$ cat config.mk
export PLATFORM = sky130hd
export DESIGN_NAME = sie_scheduler
export DESIGN_NICKNAME = d
export VERILOG_FILES = /design/src/rtl/sie_scheduler_pkg.sv /design/src/rtl/sie_scheduler_frame_timer.sv /design/src/rtl/sie_scheduler.sv
export SDC_FILE = /design/constraint.sdc
export NUM_CORES = 1
export LEC_CHECK = 0
export ABC_AREA = 0
export BUFFER_PORTS_ARGS = -buffer_cell sky130_fd_sc_hd__buf_2
export CAP_MARGIN = 20
export CELL_PAD_IN_SITES_DETAIL_PLACEMENT = 1
export CELL_PAD_IN_SITES_GLOBAL_PLACEMENT = 1
export CORE_MARGIN = 1.5
export CORE_UTILIZATION = 43
export CTS_CLUSTER_SIZE = 16
export DETAILED_ROUTE_END_ITERATION = 8
export PLACE_DENSITY_LB_ADDON = 0.1
export SKIP_CTS_REPAIR_TIMING = 1
export SLEW_MARGIN = 10
export SYNTH_ARGS = -nofsm -noshare
export SYNTH_HDL_FRONTEND = slang
export SYNTH_SLANG_ARGS = --single-unit
$ cat constraint.sdc
create_clock -name clk_i -period 4.9 [get_ports clk_i]
set_input_delay 0.49 -clock clk_i [delete_from_list [all_inputs] [get_ports clk_i]]
set_output_delay 0.49 -clock clk_i [all_outputs]
set_load 0.02 [all_outputs]
$ cat src/rtl/sie_scheduler_pkg.sv
// Shared PID constants, result codes, FSM states and response classification
// for the USB SIE transfer scheduler.
package sie_scheduler_pkg;

    localparam logic [7:0] PID_SETUP = 8'h2D;
    localparam logic [7:0] PID_OUT   = 8'hE1;
    localparam logic [7:0] PID_IN    = 8'h69;
    localparam logic [7:0] PID_SOF   = 8'hA5;
    localparam logic [7:0] PID_ACK   = 8'hD2;
    localparam logic [7:0] PID_NAK   = 8'h5A;
    localparam logic [7:0] PID_STALL = 8'h1E;
    localparam logic [7:0] PID_DATA0 = 8'hC3;
    localparam logic [7:0] PID_DATA1 = 8'h4B;

    typedef enum logic [2:0] {
        RES_OK      = 3'd0,
        RES_NAK     = 3'd1,
        RES_STALL   = 3'd2,
        RES_TIMEOUT = 3'd3,
        RES_CRC     = 3'd4,
        RES_BADPID  = 3'd5
    } result_e;

    typedef enum logic [2:0] {
        S_IDLE,
        S_SOF_GO,
        S_XFER_GO,
        S_WAIT_BUSY,
        S_WAIT_IDLE,
        S_EVAL,
        S_DONE
    } state_e;

    // Link errors outrank whatever PID happened to be captured.
    function automatic result_e classify(input logic timeout, input logic crc,
                                         input logic [7:0] pid);
        if (timeout) return RES_TIMEOUT;
        if (crc) return RES_CRC;
        case (pid)
            PID_ACK, PID_DATA0, PID_DATA1: return RES_OK;
            PID_NAK:                       return RES_NAK;
            PID_STALL:                     return RES_STALL;
            default:                       return RES_BADPID;
        endcase
    endfunction

endpackage

$ cat src/rtl/sie_scheduler_frame_timer.sv
// 1 ms frame timer: down-counter with terminal-count reload and an 11-bit
// frame number that advances on every reload.
module usb_frame_timer #(
    parameter int FRAME_TICKS = 12000,
    parameter int TW          = 14
) (
    input  logic          clk_i,
    input  logic          rst_i,
    output logic          tick_o,
    output logic [TW-1:0] remaining_o,
    output logic [10:0]   frame_o
);

    localparam logic [TW-1:0] RELOAD = TW'(FRAME_TICKS - 1);

    logic [TW-1:0] rem_q, rem_d;
    logic [10:0]   frame_q, frame_d;

    assign tick_o      = (rem_q == '0);
    assign remaining_o = rem_q;
    assign frame_o     = frame_q;

    always_comb begin
        rem_d   = rem_q - TW'(1);
        frame_d = frame_q;
        if (tick_o) begin
            rem_d   = RELOAD;
            frame_d = frame_q + 11'd1;
        end
    end

    always_ff @(posedge clk_i or posedge rst_i) begin
        if (rst_i) begin
            rem_q   <= RELOAD;
            frame_q <= '0;
        end else begin
            rem_q   <= rem_d;
            frame_q <= frame_d;
        end
    end

endmodule

$ cat src/rtl/sie_scheduler.sv
// Host-side USB transfer scheduler: interleaves periodic SOF tokens with
// requester transfers, retries link errors and reports a result per transfer.
//
// state        | meaning
// S_IDLE       | waiting for SIE idle; SOF first, then held retry, then new request
// S_SOF_GO     | start pulse for an SOF token
// S_XFER_GO    | start pulse for the held transfer
// S_WAIT_BUSY  | one cycle for the SIE to drop idle
// S_WAIT_IDLE  | SIE busy with the token/transaction
// S_EVAL       | classify response, retry or finish
// S_DONE       | done pulse, results latched
module sie_scheduler
    import sie_scheduler_pkg::*;
#(
    parameter int FRAME_TICKS = 12000,
    parameter int GUARD_TICKS = 1000,
    parameter int MAX_RETRY   = 3
) (
    input  logic        clk_i,
    input  logic        rst_i,
    input  logic        sof_en_i,
    input  logic        req_valid_i,
    output logic        req_ready_o,
    input  logic [7:0]  req_pid_i,
    input  logic [6:0]  req_dev_i,
    input  logic [3:0]  req_ep_i,
    input  logic [15:0] req_len_i,
    input  logic        req_data1_i,
    output logic        done_o,
    output logic [2:0]  result_o,
    output logic [7:0]  resp_pid_o,
    output logic [15:0] rx_len_o,
    output logic [10:0] frame_o,
    output logic        start_o,
    output logic        in_transfer_o,
    output logic        sof_transfer_o,
    output logic        resp_expected_o,
    output logic [7:0]  token_pid_o,
    output logic [6:0]  token_dev_o,
    output logic [3:0]  token_ep_o,
    output logic [15:0] data_len_o,
    output logic        data_idx_o,
    input  logic        idle_i,
    input  logic        crc_err_i,
    input  logic        timeout_i,
    input  logic [7:0]  response_i,
    input  logic [15:0] rx_count_i
);

    localparam int TW = (FRAME_TICKS > 2) ? $clog2(FRAME_TICKS) : 1;
    localparam int RW = (MAX_RETRY > 0) ? $clog2(MAX_RETRY + 1) : 1;
    localparam logic [TW-1:0] GUARD_W = TW'(GUARD_TICKS);
    localparam logic [RW-1:0] RETRY_W = RW'(MAX_RETRY);

    state_e        state_q, state_d;
    logic          tick;
    logic [TW-1:0] remaining;
    logic          guard_ok, accept, retry_now;
    result_e       eval_res;

    logic          sof_pend_q, held_q;
    logic [RW-1:0] retry_q;
    logic [7:0]    h_pid_q;
    logic [6:0]    h_dev_q;
    logic [3:0]    h_ep_q;
    logic [15:0]   h_len_q;
    logic          h_data1_q;

    logic [7:0]    src_pid;
    logic [6:0]    src_dev;
    logic [3:0]    src_ep;
    logic [15:0]   src_len;
    logic          src_data1;

    logic          start_q, in_q, sof_q, resp_exp_q, data_idx_q, done_q;
    logic [7:0]    tok_pid_q, resp_pid_q;
    logic [6:0]    tok_dev_q;
    logic [3:0]    tok_ep_q;
    logic [15:0]   data_len_q, rx_len_q;
    logic [2:0]    result_q;

    usb_frame_timer #(
        .FRAME_TICKS (FRAME_TICKS),
        .TW          (TW)
    ) u_frame_timer (
        .clk_i       (clk_i),
        .rst_i       (rst_i),
        .tick_o      (tick),
        .remaining_o (remaining),
        .frame_o     (frame_o)
    );

    // A retry re-issues the held fields; a fresh accept issues straight from the port.
    assign src_pid   = held_q ? h_pid_q   : req_pid_i;
    assign src_dev   = held_q ? h_dev_q   : req_dev_i;
    assign src_ep    = held_q ? h_ep_q    : req_ep_i;
    assign src_len   = held_q ? h_len_q   : req_len_i;
    assign src_data1 = held_q ? h_data1_q : req_data1_i;

    always_comb begin
        state_d   = state_q;
        accept    = 1'b0;
        retry_now = 1'b0;
        guard_ok  = !sof_en_i || (remaining >= GUARD_W);
        eval_res  = classify(timeout_i, crc_err_i, response_i);
        case (state_q)
            S_IDLE: begin
                if (idle_i) begin
                    if (sof_pend_q) begin
                        state_d = S_SOF_GO;
                    end else if (held_q) begin
                        if (guard_ok) state_d = S_XFER_GO;
                    end else if (req_valid_i && guard_ok) begin
                        accept  = 1'b1;
                        state_d = S_XFER_GO;
                    end
                end
            end
            S_SOF_GO:    state_d = S_WAIT_BUSY;
            S_XFER_GO:   state_d = S_WAIT_BUSY;
            S_WAIT_BUSY: state_d = S_WAIT_IDLE;
            S_WAIT_IDLE: begin
                if (idle_i) state_d = sof_q ? S_IDLE : S_EVAL;
            end
            S_EVAL: begin
                if ((eval_res == RES_TIMEOUT || eval_res == RES_CRC) && retry_q < RETRY_W) begin
                    retry_now = 1'b1;
                    state_d   = S_IDLE;
                end else begin
                    state_d = S_DONE;
                end
            end
            S_DONE:  state_d = S_IDLE;
            default: state_d = S_IDLE;
        endcase
    end

    assign req_ready_o = accept && !rst_i;

    always_ff @(posedge clk_i or posedge rst_i) begin
        if (rst_i) begin
            state_q    <= S_IDLE;
            sof_pend_q <= 1'b0;
            held_q     <= 1'b0;
            retry_q    <= '0;
            h_pid_q    <= '0;
            h_dev_q    <= '0;
            h_ep_q     <= '0;
            h_len_q    <= '0;
            h_data1_q  <= 1'b0;
            start_q    <= 1'b0;
            in_q       <= 1'b0;
            sof_q      <= 1'b0;
            resp_exp_q <= 1'b0;
            data_idx_q <= 1'b0;
            tok_pid_q  <= '0;
            tok_dev_q  <= '0;
            tok_ep_q   <= '0;
            data_len_q <= '0;
            done_q     <= 1'b0;
            result_q   <= '0;
            resp_pid_q <= '0;
            rx_len_q   <= '0;
        end else begin
            state_q <= state_d;
            start_q <= (state_d == S_SOF_GO) || (state_d == S_XFER_GO);
            done_q  <= (state_d == S_DONE);

            // A reload while an SOF is already pending folds into it.
            if (tick && sof_en_i) sof_pend_q <= 1'b1;
            else if (state_q == S_SOF_GO) sof_pend_q <= 1'b0;

            if (accept) begin
                held_q    <= 1'b1;
                h_pid_q   <= req_pid_i;
                h_dev_q   <= req_dev_i;
                h_ep_q    <= req_ep_i;
                h_len_q   <= req_len_i;
                h_data1_q <= req_data1_i;
            end

            if (state_q == S_IDLE && state_d == S_SOF_GO) begin
                tok_pid_q  <= PID_SOF;
                tok_dev_q  <= frame_o[6:0];
                tok_ep_q   <= frame_o[10:7];
                data_len_q <= '0;
                data_idx_q <= 1'b0;
                in_q       <= 1'b0;
                sof_q      <= 1'b1;
                resp_exp_q <= 1'b0;
            end else if (state_q == S_IDLE && state_d == S_XFER_GO) begin
                tok_pid_q  <= src_pid;
                tok_dev_q  <= src_dev;
                tok_ep_q   <= src_ep;
                data_len_q <= src_len;
                data_idx_q <= src_data1;
                in_q       <= (src_pid == PID_IN);
                sof_q      <= 1'b0;
                resp_exp_q <= 1'b1;
            end

            if (retry_now) retry_q <= retry_q + RW'(1);

            if (state_d == S_DONE) begin
                result_q   <= eval_res;
                resp_pid_q <= response_i;
                rx_len_q   <= rx_count_i;
            end

            if (state_q == S_DONE) begin
                retry_q <= '0;
                held_q  <= 1'b0;
            end
        end
    end

    assign start_o         = start_q;
    assign in_transfer_o   = in_q;
    assign sof_transfer_o  = sof_q;
    assign resp_expected_o = resp_exp_q;
    assign token_pid_o     = tok_pid_q;
    assign token_dev_o     = tok_dev_q;
    assign token_ep_o      = tok_ep_q;
    assign data_len_o      = data_len_q;
    assign data_idx_o      = data_idx_q;
    assign done_o          = done_q;
    assign result_o        = result_q;
    assign resp_pid_o      = resp_pid_q;
    assign rx_len_o        = rx_len_q;

endmodule

* After elaboration in Yosys (flattened, before gate mapping) *
Cells that the tools add are included.

operators by class
  add/sub/neg operators = 3
  $lt $le $gt $ge = 2
  eq/ne operators = 17
  muxes and demuxes = 52
  reduce and logical (&&, ||, !) cells = 19

operators by type and width
  cell                   number
  $mux 16                3
  $mux 3                 12
  $eq 8x7->1 const B     3
  $mux 8                 3
  $mux 1                 23
  $mux 7                 3
  $eq 8x8->1 const B     2
  $eq 3x3->1 const B     5
  $pmux 3 s5             1
  $ge 14x10->1 const B   1
  $logic_not 14->1       1
  $mux 14                1
  $sub 14x1->14 const B  1
  $eq 3x2->1 const B     4
  $mux 4                 3
  $add 11x1->11 const B  1
  $pmux 3 s3             1
  $eq 8x5->1 const B     1
  $reduce_bool 2->1      4
  $eq 3x1->1 const B     2
  $logic_and 1x1->1      6
  $mux 2                 2
  $logic_not 3->1        1
  $logic_or 1x1->1       3
  other kinds (5)        6

word-level totals
  flip-flop bits (word level) = 136
  word-level logic and storage cells = 117

* Depth between registers and ports, before layout *
Gate-level depths: netlist of run 1.

  word-level depth = 14
  mapped depth = 8
  depth with buffers taken out = 6

* Hierarchy *
A second synthesis of run 1 with hierarchy kept.

second synthesis, totals
  cell total of the unflattened synthesis = 521
  area total of the unflattened synthesis = 6128.4 µm²

by module, submodules not included
  module           instances  cells each  area an instance (µm²)  sequential area each (µm²)
  sie_scheduler    1          415         4962.3                  2777.7
  usb_frame_timer  1          106         1166.1                  639.4

* Worst setup path after synthesis of run 1 *
No wires, ideal clock.

  kind = reg2out
  start = register state_q[2]
  end = output port req_ready_o
  data arrival time = 1.732 ns
  data required time = 4.410 ns
  setup slack = 2.678 ns
  stages on the path, launching flop included = 7
  path through = dfrtp_1 -> buf_2 -> nor4b_2 -> o2111ai_1 -> buf_2 -> buf_4 -> nor2_1

between the ends
  cells in the longest elaborated chain, start to end = 3

RTL lines
  item                      RTL line              text
  start: declaration        sie_scheduler.sv:55   state_e state_q, state_d;
  start signal: assignment  sie_scheduler.sv:165  state_q <= state_d;
  $logic_not 3->1           sie_scheduler.sv:106  case (state_q)
  $mux 1                    sie_scheduler.sv:106
  $logic_and 1x1->1         sie_scheduler.sv:138  assign req_ready_o = accept && !rst_i;
  end: declaration          sie_scheduler.sv:23   output logic req_ready_o,

Every way passes these cells.

* Worst setup path in the final report of run 1 *
  start = register sof_pend_q
  end = register tok_dev_q[6] (netlist: token_dev_o[6])

between the ends
  cells in the longest elaborated chain, start to end = 6
  elaborated cells on any way between the ends = 9
  those cells by class = eq/ne (2); mux (4); reduce/logical (3)

RTL lines
  item                                         RTL line                                    text
  start: declaration                           sie_scheduler.sv:61                         logic sof_pend_q, held_q;
  start signal: assignment                     sie_scheduler.sv:143                        sof_pend_q <= 1'b0;
  start signal: assignment                     sie_scheduler.sv:170                        if (tick && sof_en_i) sof_pend_q <= 1'b1;
  start signal: assignment                     sie_scheduler.sv:171                        else if (state_q == S_SOF_GO) sof_pend_q <= 1'b0;
  $mux 3 *                                     sie_scheduler.sv:109                        if (sof_pend_q) begin
  $mux 3 *                                     sie_scheduler.sv:108                        if (idle_i) begin
  $pmux 3 s5 *                                 sie_scheduler.sv:106
  $eq 3x1->1 or $eq 3x2->1 (tied branches)     sie_scheduler.sv:182, sie_scheduler.sv:191
  $logic_and 1x1->1, on equally long branches  sie_scheduler.sv:182, sie_scheduler.sv:191
  $mux 7 or $reduce_bool 2->1 (tied branches)  -
  end signal: assignment                       sie_scheduler.sv:184                        tok_dev_q <= frame_o[6:0];
  end signal: assignment                       sie_scheduler.sv:193                        tok_dev_q <= src_dev;
  end: declaration                             sie_scheduler.sv:77                         logic [6:0] tok_dev_q;

Every way passes the cells marked *; elsewhere a longest branch is shown, timed or not.
A chain may end at the register's enable or synchronous reset.

==> parameters.txt, run 1 <==
Parameter                              Value

Yosys
  Mean Syn Cell Area ... roughly 13 µm²
  Top cell type by total area after synthesis ... dfrtp_1
  Number of enable-type register cells in the synthesized netlist ... 0
  Register area share after synthesis ... roughly 56%
  Cell count after synthesis ... 476
  Largest cells by area after synthesis ... dfrtp_1 51%, mux2_2 14%, mux2i_1 5.6%
  Summed instance area of the synthesized netlist ... 0.006082 mm²
  Primary flip-flop cell chosen by synthesis mapping ... dfrtp_1
  Synthesis-stage register bit count ... 136
  Yosys Warn Count ... 0
  Total nets after synthesis ... between 500 and 600
  Distinct cells, synth ... 52
  Share of flip-flops with an asynchronous set or reset after synthesis ... 100.0%
  Area share of the largest cell type after synthesis ... 51.43%

Power
  Maximum ir drop on the vdd rail ... 0.0003478 V
  P_sw ... 1511 µW
  Power density over the cells ... 599.0 mW/mm²
  Design internal power ... 3034 µW
  Post-layout power ... 4545 µW
  Leakage power figure ... around 0.0036 µW
  Register share of total power ... 38.9%
  Clock group share of total power ... 29.0%
  Switching share of total power ... 33.25%
  Comb pwr share ... 32.1%

Floorplanning
  Top-level I/O count ... 147
  Total Die Area ... approximately 0.015 mm²
  Starting utilization of the core area ... between 40% and 50%
  Overall die width ... 121.9 µm
  Total number of placement rows ... 43
  Die height ... 121.9 µm
  Core outline area ... 0.01383 mm²

Timing
  Setup Skew ... 0.008407 ns
  Share of the clock period used by the worst path ... approximately 64%
  Final min period ... roughly 3.2 ns
  Measured slew at the worst slew-check pin ... 0.9831 ns
  Setup repair after global routing missed its margin ... no
  Total negative setup slack ... 0 ns
  Final Hold Vio Count ... 0
  Final number of max-transition violations ... 0
  Maximum clock frequency ... around 320 MHz
  Final setup violating endpoints ... 0
  Headroom to the max-slew limit ... 34.30%

Drt
  Detailed Route WL ... 14.69 mm
  Avg WL per Cell ... 18.07 µm
  Mean number of vias per cell ... 5.415
  Number of design rule violations left after detail routing ... 0
  Top routing layer in use ... met5
  DRC violation total after the first TritonRoute iteration ... 144
  Iteration count of the initial detailed-routing pass ... 4
  Length of routed wiring on met1 ... between 6 and 7 mm
  Total number of vias ... about 4.4k
  Met2 wire length ... 7.500 mm
  Post-route antenna net violation count ... 0
  Met3 wirelength from detailed routing ... 857 µm

Global routing
  Initial antenna violation count ... 2
  Wire length of the first global-routing pass ... 24.09 mm
  Largest net degree at the start of global routing ... 100
  Number of global-route vias before repair ... ~4.7k
  Grt total ovfl ... 0
  Total track usage ... between 20% and 30%

Worst setup path
  Crit path buffers/inverters ... 1
  Worst path max stage delay ... 0.78 ns
  WP data required ... 5.19 ns
  Critical path arrival ... 3.44 ns
  FF-to-FF path depth ... 5
  Crit-path cells ... nor3b_1, o211ai_1, nand2_1, clkinv_1, mux2_2
  Max Fanout on Critical Path ... 23
  Element type at the critical path end ... flip-flop
  Critical path startpoint category ... flip-flop
  Number of stages on the worst setup path ... 5
  Master of the slowest instance on the critical path ... clkinv_1
  CP Class ... reg -> reg
  Gate family responsible for the most delay along the worst path ... simple AND/OR/NAND/NOR gates

Place
  Port-buffer cells ... 146
  Final GP Congestion ... 0.7809
  Half-perimeter wire length of the detailed placement result ... 10.18 mm
  Cell total after placement ... 782

Clock tree
  Clock sink total ... between 100 and 150
  Clock-pin slew on the worst setup and hold paths ... ~0.060 ns
  Clock insertion delay at the later pin of the skew report ... 0.42 ns
  Maximum clock path buffer count ... 2
  Maximum level of the CTS H-tree ... 4
  Clock root cell ... clkbuf_16
  CTS buffer count ... 17
  Clock tree from TritonCTS ... done

Flow run
  Max Cap Viol ... 0

Finish
  Area added between synthesis and finish ... 24.75%
  Number of non-filler instances in the completed layout ... 813
  Antenna diode instance count ... 0
  Post-layout net count ... ~690
  Share of cells above drive strength 1 ... 43.29%
  Utilization after layout ... 54.87%

Run status
  Status ... finished, final reports clean

Min path
  Worst min path class ... in -> async
## Yosys cell counts, types with 10 or more instances
library cell	number
dfrtp_1	125
mux2_2	75
mux2i_1	34
o2bb2ai_1	24
o21ai_0	22
nand2_1	18
nor2_1	18
nand3_1	15
xnor2_1	14
clkbuf_1	12
dfstp_2	11
inv_1	10
## layout by cell type (no fill, tap or decap), types with 5 or more instances in the layout
cell       instances
a21oi_1            8
buf_2            146
buf_4              6
clkbuf_16         17
dfrtp_1          124
dfstp_2           11
inv_1              9
mux2_2            75
mux2i_1           34
nand2_1           18
nand3_1           15
nand4_1            8
nor2_1            18
nor2b_1            6
o21ai_0           22
o2bb2ai_1         24
xnor2_1           14
xor2_1             5
## through the flow
stage	hold slack, ns	instance area [µm²]	setup slack (ns)
floorplan	0.4327	6082	0.7887
global placement	0.4503	6977	1.787
detailed placement	0.4586	6977	1.684
CTS	0.2644	7587	1.655
global route	0.2734	7587	1.520
finish	0.2765	7587	1.746
## flip-flops by register name, indices dropped and copies added, names as in the netlist, 2 cells and up
name                       count
resp_pid_o                     8
u_frame_timer.remaining_o     14
rx_len_o                      16
token_pid_o                    8
h_ep_q                         4
result_o                       3
retry_q                        2
u_frame_timer.frame_o         11
data_len_o                    16
h_pid_q                        8
token_ep_o                     4
token_dev_o                    7
state_q                        3
h_dev_q                        7
h_len_q                       16
## final cells by class
| cell class | instances | area (µm²) |
|---|---|---|
| Fill cell | 1445 | 6240 |
| Sequential cell | 136 | 3418 |
| Multi-Input combinational cell | 303 | 2511 |
| Timing Repair Buffer | 152 | 775.7 |
| Clock buffer | 19 | 432.9 |
| Tap cell | 180 | 225.2 |
| Clock inverter | 12 | 177.7 |
| Inverter | 11 | 46.29 |
## path summary, 6_finish.rpt
check | startpoint | slack, ns | endpoint
max | sof_pend_q | 1.75 | token_dev_o[6]
min | rst_i | 0.28 | h_len_q[15]
max reg2reg | sof_pend_q | 1.75 | token_dev_o[6]
min reg2reg | u_frame_timer.remaining_o[0] | 0.47 | u_frame_timer.remaining_o[0]
max in group asynchronous | rst_i | 3.57 | u_frame_timer.remaining_o[2]
min in group clk_i | crc_err_i | 0.28 | result_o[0]
## power groups by stage
stage,registers (µW),clock network [µW],logic (µW)
2_1_floorplan,1980,0,791
3_3_place_gp,1760,0,1430
3_5_place_dp,1780,0,1480
4_1_cts,1770,1350,1490
5_1_grt,1830,1400,1590
6_report,1770,1320,1460
## cells by family after synthesis
| kind of cell | Yosys count | share of synthesized area [%] |
|---|---|---|
| AOI/OAI and AO/OA | 75 | 8.682 |
| xor gates and xnor gates | 19 | 2.736 |
| adders and majority gates | 3 | 0.6172 |
| buffers and inverters | 37 | 2.818 |
| DFF | 136 | 56.18 |
| muxes | 109 | 19.48 |
| and+or+nand+nor | 97 | 9.483 |
## metal layers
metal  GRT usage (%)  vias up
li1                -     2028
met1           25.14     2243
met2           36.17      109
met3           6.227       20
met4           7.647        2
met5               0        -
Power figures use the tool's default switching activity.
==> run 2, diff against run 1 <==
CORE_UTILIZATION = 38   (was 43)
clock period = 2.6 ns   (was 4.9 ns; I/O delays follow)
==> parameters.txt, run 2 (synthesis gave the netlist of run 1 again) <==
Parameter                              Value

Finish
  Area added between synthesis and finish ... 26.64%
  Most used cells in the layout excluding fill and tap cells ... 146 x buf_2, 124 x dfrtp_1, 75 x mux2_2
  Share of cells above drive strength 1 ... 44.15%
  Post-layout net count ... 698
  Antenna diode instance count ... 0
  Fillcell total ... 1729
  Number of non-filler instances in the completed layout ... 857
  Most common cell after layout, fill and taps aside ... buf_2

Drt
  Avg WL per Cell ... roughly 17 µm
  Total number of vias ... 4404
  Number of design rule violations left after detail routing ... 0
  Detailed Route WL ... 14.75 mm
  Iteration count of the initial detailed-routing pass ... 4
  Mean number of vias per cell ... 5.139
  Post-route antenna net violation count ... 0
  DRC violation total after the first TritonRoute iteration ... 129

Floorplanning
  Starting utilization of the core area ... 38.57%
  Die height ... between 100 and 150 µm
  Total number of placement rows ... 46
  Core outline area ... ~0.016 mm²
  Top-level I/O count ... 147
  Overall die width ... roughly 130 µm
  Total Die Area ... 0.01677 mm²

Global routing
  Number of global-route vias before repair ... 4596
  Largest net degree at the start of global routing ... 58
  Total track usage ... 18.63%
  Wire length of the first global-routing pass ... 24.09 mm
  Grt total ovfl ... 0
  Initial antenna violation count ... 1

Timing
  Final min period ... between 2 and 2.5 ns
  Headroom to the max-slew limit ... 50.98%
  Maximum clock frequency ... 414.5 MHz
  Setup repair after global routing missed its margin ... no
  Worst hold slack across all endpoints ... -0.02559 ns
  Total negative setup slack ... 0 ns
  Setup Skew ... 0.007536 ns
  Final number of max-transition violations ... 0
  Share of the clock period used by the worst path ... 92.78%
  Least setup slack across all paths after layout ... 0.1877 ns
  Measured slew at the worst slew-check pin ... roughly 0.73 ns
  Final Hold Vio Count ... 29
  Final setup violating endpoints ... 0

Clock tree
  Clock insertion delay at the later pin of the skew report ... about 0.41 ns
  Clock sink total ... 136
  Maximum level of the CTS H-tree ... 4
  CTS buffer count ... 17
  Maximum clock path buffer count ... 2
  Clock-pin slew on the worst setup and hold paths ... approximately 0.06 ns
  Clock root cell ... clkbuf_16
  Clock tree from TritonCTS ... done

Place
  Pre-CTS WS ... 0.3894 ns
  Cell total after placement ... 825
  Final GP Congestion ... roughly 0.77
  Port-buffer cells ... 146
  Half-perimeter wire length of the detailed placement result ... 10.16 mm

Worst setup path
  WP data required ... 2.34 ns
  Max Fanout on Critical Path ... 38
  Element type at the critical path end ... output pin
  R2R Setup Slk ... between 0.3 and 0.4 ns
  Critical path arrival ... 2.15 ns
  Critical path startpoint category ... flip-flop
  Origin of the critical flop-to-flop path ... u_frame_timer.remaining_o[0]
  Critical path origin ... u_frame_timer.remaining_o[9]
  CP Class ... reg -> out
  FF-to-FF path depth ... 6

Min path
  Worst min path class ... in -> async

Power
  Leakage power figure ... between 0.003 and 0.004 µW
  Power density over the cells ... 1102 mW/mm²
  Maximum ir drop on the vdd rail ... 0.0005204 V

Flow run
  Max Cap Viol ... 0

Run status
  Violated checks ... hold timing
  Status ... complete, but fails checks
==> run 2: cell types whose count changed in the layout (fill, tap and decap cells not counted) <==
cell,before,now
bufinv_16,4,2
buf_4,6,10
clkbuf_1,2,1
clkinvlp_4,4,3
clkinv_2,2,4
clkbuf_8,0,3
buf_12,0,3
==> run 2: routing by layer <==
layer	vias to the layer above	share of wire [%]	GRT usage, %
met2	102	50	32.04
met5	-	0.088	0
met1	2239	44	22.95
met3	16	4.8	4.996
li1	2045	-	-
met4	2	1.2	5.686
==> run 2: layout make-up <==
| class | count | area (µm²) | share of cell area (%) |
|---|---|---|---|
| Sequential cell | 136 | 3418 | 44.38 |
| Tap cell | 216 | 270.3 | 3.509 |
| Inverter | 11 | 45.04 | 0.5848 |
| Timing Repair Buffer | 159 | 865.8 | 11.24 |
| Clock inverter | 11 | 121.4 | 1.576 |
| Multi-Input combinational cell | 303 | 2511 | 32.60 |
| Clock buffer | 21 | 470.5 | 6.108 |
==> run 2: final timing paths <==
| path | endpoint |
|---|---|
| max | req_ready_o |
| min | data_len_o[15] |
| max reg2reg | u_frame_timer.frame_o[1] |
| min reg2reg | u_frame_timer.remaining_o[0] |
| max in group asynchronous | u_frame_timer.remaining_o[13] |
| min in group clk_i | result_o[0] |
==> run 2: stage by stage <==
stage	instance area, µm²	total power, µW	hold WS, ns	util, %
3_3_place_gp	7111	6063	0.4255	45.09
2_1_floorplan	6086	5230	0.3574	-
5_1_grt	7702	9016	0.01383	48.84
6_report	7702	8489	-0.02559	48.84
4_1_cts	7702	8626	-0.01410	48.84
3_5_place_dp	7111	6175	0.4358	45.09
==> run 2: power breakdown <==
| part | internal, µW | switching [µW] | total (µW) |
|---|---|---|---|
| Clock | 1490 | 893 | 2380 |
| Sequential | 2870 | 413 | 3280 |
| Combinational | 1290 | 1540 | 2830 |
==> run 2: critical path: stages, from the launching register on <==
cell,delay (ns)
dfstp_2,0.61
o21ai_0,0.14
nor2_1,0.31
o2111ai_4,0.15
buf_12,0.22
nor2_1,0.11
buf_2,0.17
==> run 3, diff against run 2 <==
CAP_MARGIN = 25   (was 20)
MAX_ROUTING_LAYER = met4   (was default)
==> parameters.txt, run 3 (synthesis gave the netlist of run 1 again) <==
Parameter                              Value

Run status
  Status ... complete, but fails checks
  Violated checks ... hold timing

Power
  Design internal power ... ~5600 µW
  Switching share of total power ... 33.59%
  Post-layout power ... 8494 µW
  Clock group share of total power ... 28.0%
  P_sw ... 2853 µW
  Register share of total power ... 38.6%
  Power density over the cells ... around 1100 mW/mm²
  Maximum ir drop on the vdd rail ... between 0.0005 and 0.0006 V
  Comb pwr share ... 33.3%
  Leakage power figure ... 0.003643 µW

Place
  Port-buffer cells ... 146
  Half-perimeter wire length of the detailed placement result ... 10.16 mm
  Final GP Congestion ... a little under 0.8

Clock tree
  Clock insertion delay at the later pin of the skew report ... roughly 0.41 ns
  Clock tree from TritonCTS ... done
  Clock-pin slew on the worst setup and hold paths ... approximately 0.060 ns
  CTS buffer count ... 17
  Maximum clock path buffer count ... 2
  Maximum level of the CTS H-tree ... 4
  Clock sink total ... 136
  Clock root cell ... clkbuf_16

Global routing
  Grt total ovfl ... 0
  Initial antenna violation count ... 1
  Number of global-route vias before repair ... about 4.6k
  Largest net degree at the start of global routing ... 58
  Wire length of the first global-routing pass ... approximately 24 mm
  Total track usage ... around a fifth

Finish
  Fillcell total ... 1729
  Most used cells in the layout excluding fill and tap cells ... 146 x buf_2, 124 x dfrtp_1, 75 x mux2_2
  Most common cell after layout, fill and taps aside ... buf_2
  Utilization after layout ... 48.86%
  Area added between synthesis and finish ... 26.68%
  Post-layout net count ... 698
  Share of cells above drive strength 1 ... between 40% and 50%

Drt
  Detailed Route WL ... 14.76 mm
  Iteration count of the initial detailed-routing pass ... 4
  Avg WL per Cell ... roughly 17 µm
  Number of design rule violations left after detail routing ... 0
  Post-route antenna net violation count ... 0
  Mean number of vias per cell ... 5.145
  Total number of vias ... 4414
  DRC violation total after the first TritonRoute iteration ... roughly 150

Timing
  Total negative setup slack ... 0 ns
  Final Hold Vio Count ... 29
  Headroom to the max-slew limit ... between 50% and 60%
  Setup Skew ... roughly 0.0065 ns
  Maximum clock frequency ... 414.4 MHz
  Final number of max-transition violations ... 0
  Final setup violating endpoints ... 0
  Measured slew at the worst slew-check pin ... 0.7294 ns
  Share of the clock period used by the worst path ... 92.81%
  Worst hold slack across all endpoints ... -0.02395 ns
  Setup repair after global routing missed its margin ... no
  Final min period ... 2.413 ns

Flow run
  Max Cap Viol ... 0

Worst setup path
  Element type at the critical path end ... output pin
  Critical path arrival ... 2.15 ns
  Max Fanout on Critical Path ... 38
  Critical path startpoint category ... flip-flop
  CP Class ... reg -> out
  WP data required ... 2.34 ns

Floorplanning
  Die height ... between 100 and 150 µm
  Core outline area ... 0.01577 mm²
  Total Die Area ... 0.01677 mm²
  Top-level I/O count ... 147
  Total number of placement rows ... 46
  Starting utilization of the core area ... between 30% and 40%
  Overall die width ... 129.5 µm

Min path
  Worst min path class ... in -> async
==> run 3: changes by cell type in the layout (fill, tap and decap cells not counted), sizes merged <==
| cell | before | now |
|---|---|---|
| diode | 0 | 1 |
==> run 3: path summary, 6_finish.rpt <==
check / from / endpoint / slack (ns) / depth (start not counted)
max reg2reg: u_frame_timer.remaining_o[0] / u_frame_timer.frame_o[1] / 0.36 / 6
min: rst_i / data_len_o[15] / -0.02 / 2
max: u_frame_timer.remaining_o[9] / req_ready_o / 0.19 / 6
min in group clk_i: crc_err_i / result_o[0] / 0.07 / 2
min reg2reg: u_frame_timer.remaining_o[0] / u_frame_timer.remaining_o[0] / 0.46 / 1
max in group asynchronous: rst_i / u_frame_timer.remaining_o[13] / 1.85 / 3
==> run 3: area by class of cell <==
class	count	area (µm²)	share of cell area, %
inverter	11	45.04	0.5846
antenna	1	2.502	0.03248
clock inverter	11	121.4	1.575
timing repair buffer	159	865.8	11.24
clock buffer	21	470.5	6.106
tap	216	270.3	3.508
sequential	136	3418	44.37
multi-input combinational	303	2511	32.59
==> run 3: power groups by stage <==
stage | combinational, µW | sequential [µW] | clock [µW]
floorplan | 1490 | 3740 | 0
global placement | 2790 | 3280 | 0
detailed placement | 2870 | 3310 | 0
CTS | 2880 | 3290 | 2460
global route | 3090 | 3390 | 2540
finish | 2830 | 3280 | 2380
==> run 3: critical path: stages, from the launching register on <==
cell	delay, ns
dfstp_2	0.61
o21ai_0	0.14
nor2_1	0.31
o2111ai_4	0.15
buf_12	0.22
nor2_1	0.11
buf_2	0.17
==> run 3: per-layer routing <==
layer / global-route usage (%) / wire length [µm]
met1: 23.24 / 6560
met3: 4.913 / 670
met2: 32.04 / 7386
met4: 5.098 / 143
met5: - / 0
==> run 3: through the flow <==
| step | hold slack, ns | worst slack [ns] | cell area [µm²] | std cells |
|---|---|---|---|---|
| 3_5_place_dp | 0.4358 | 0.3894 | 7111 | 825 |
| 3_3_place_gp | 0.4255 | 0.4517 | 7111 | 825 |
| 4_1_cts | -0.01410 | 0.1548 | 7702 | 857 |
| 5_1_grt | 0.01292 | 0.03756 | 7705 | 858 |
| 6_report | -0.02395 | 0.1868 | 7705 | 858 |
| 2_1_floorplan | 0.3574 | 0.5717 | 6086 | 476 |
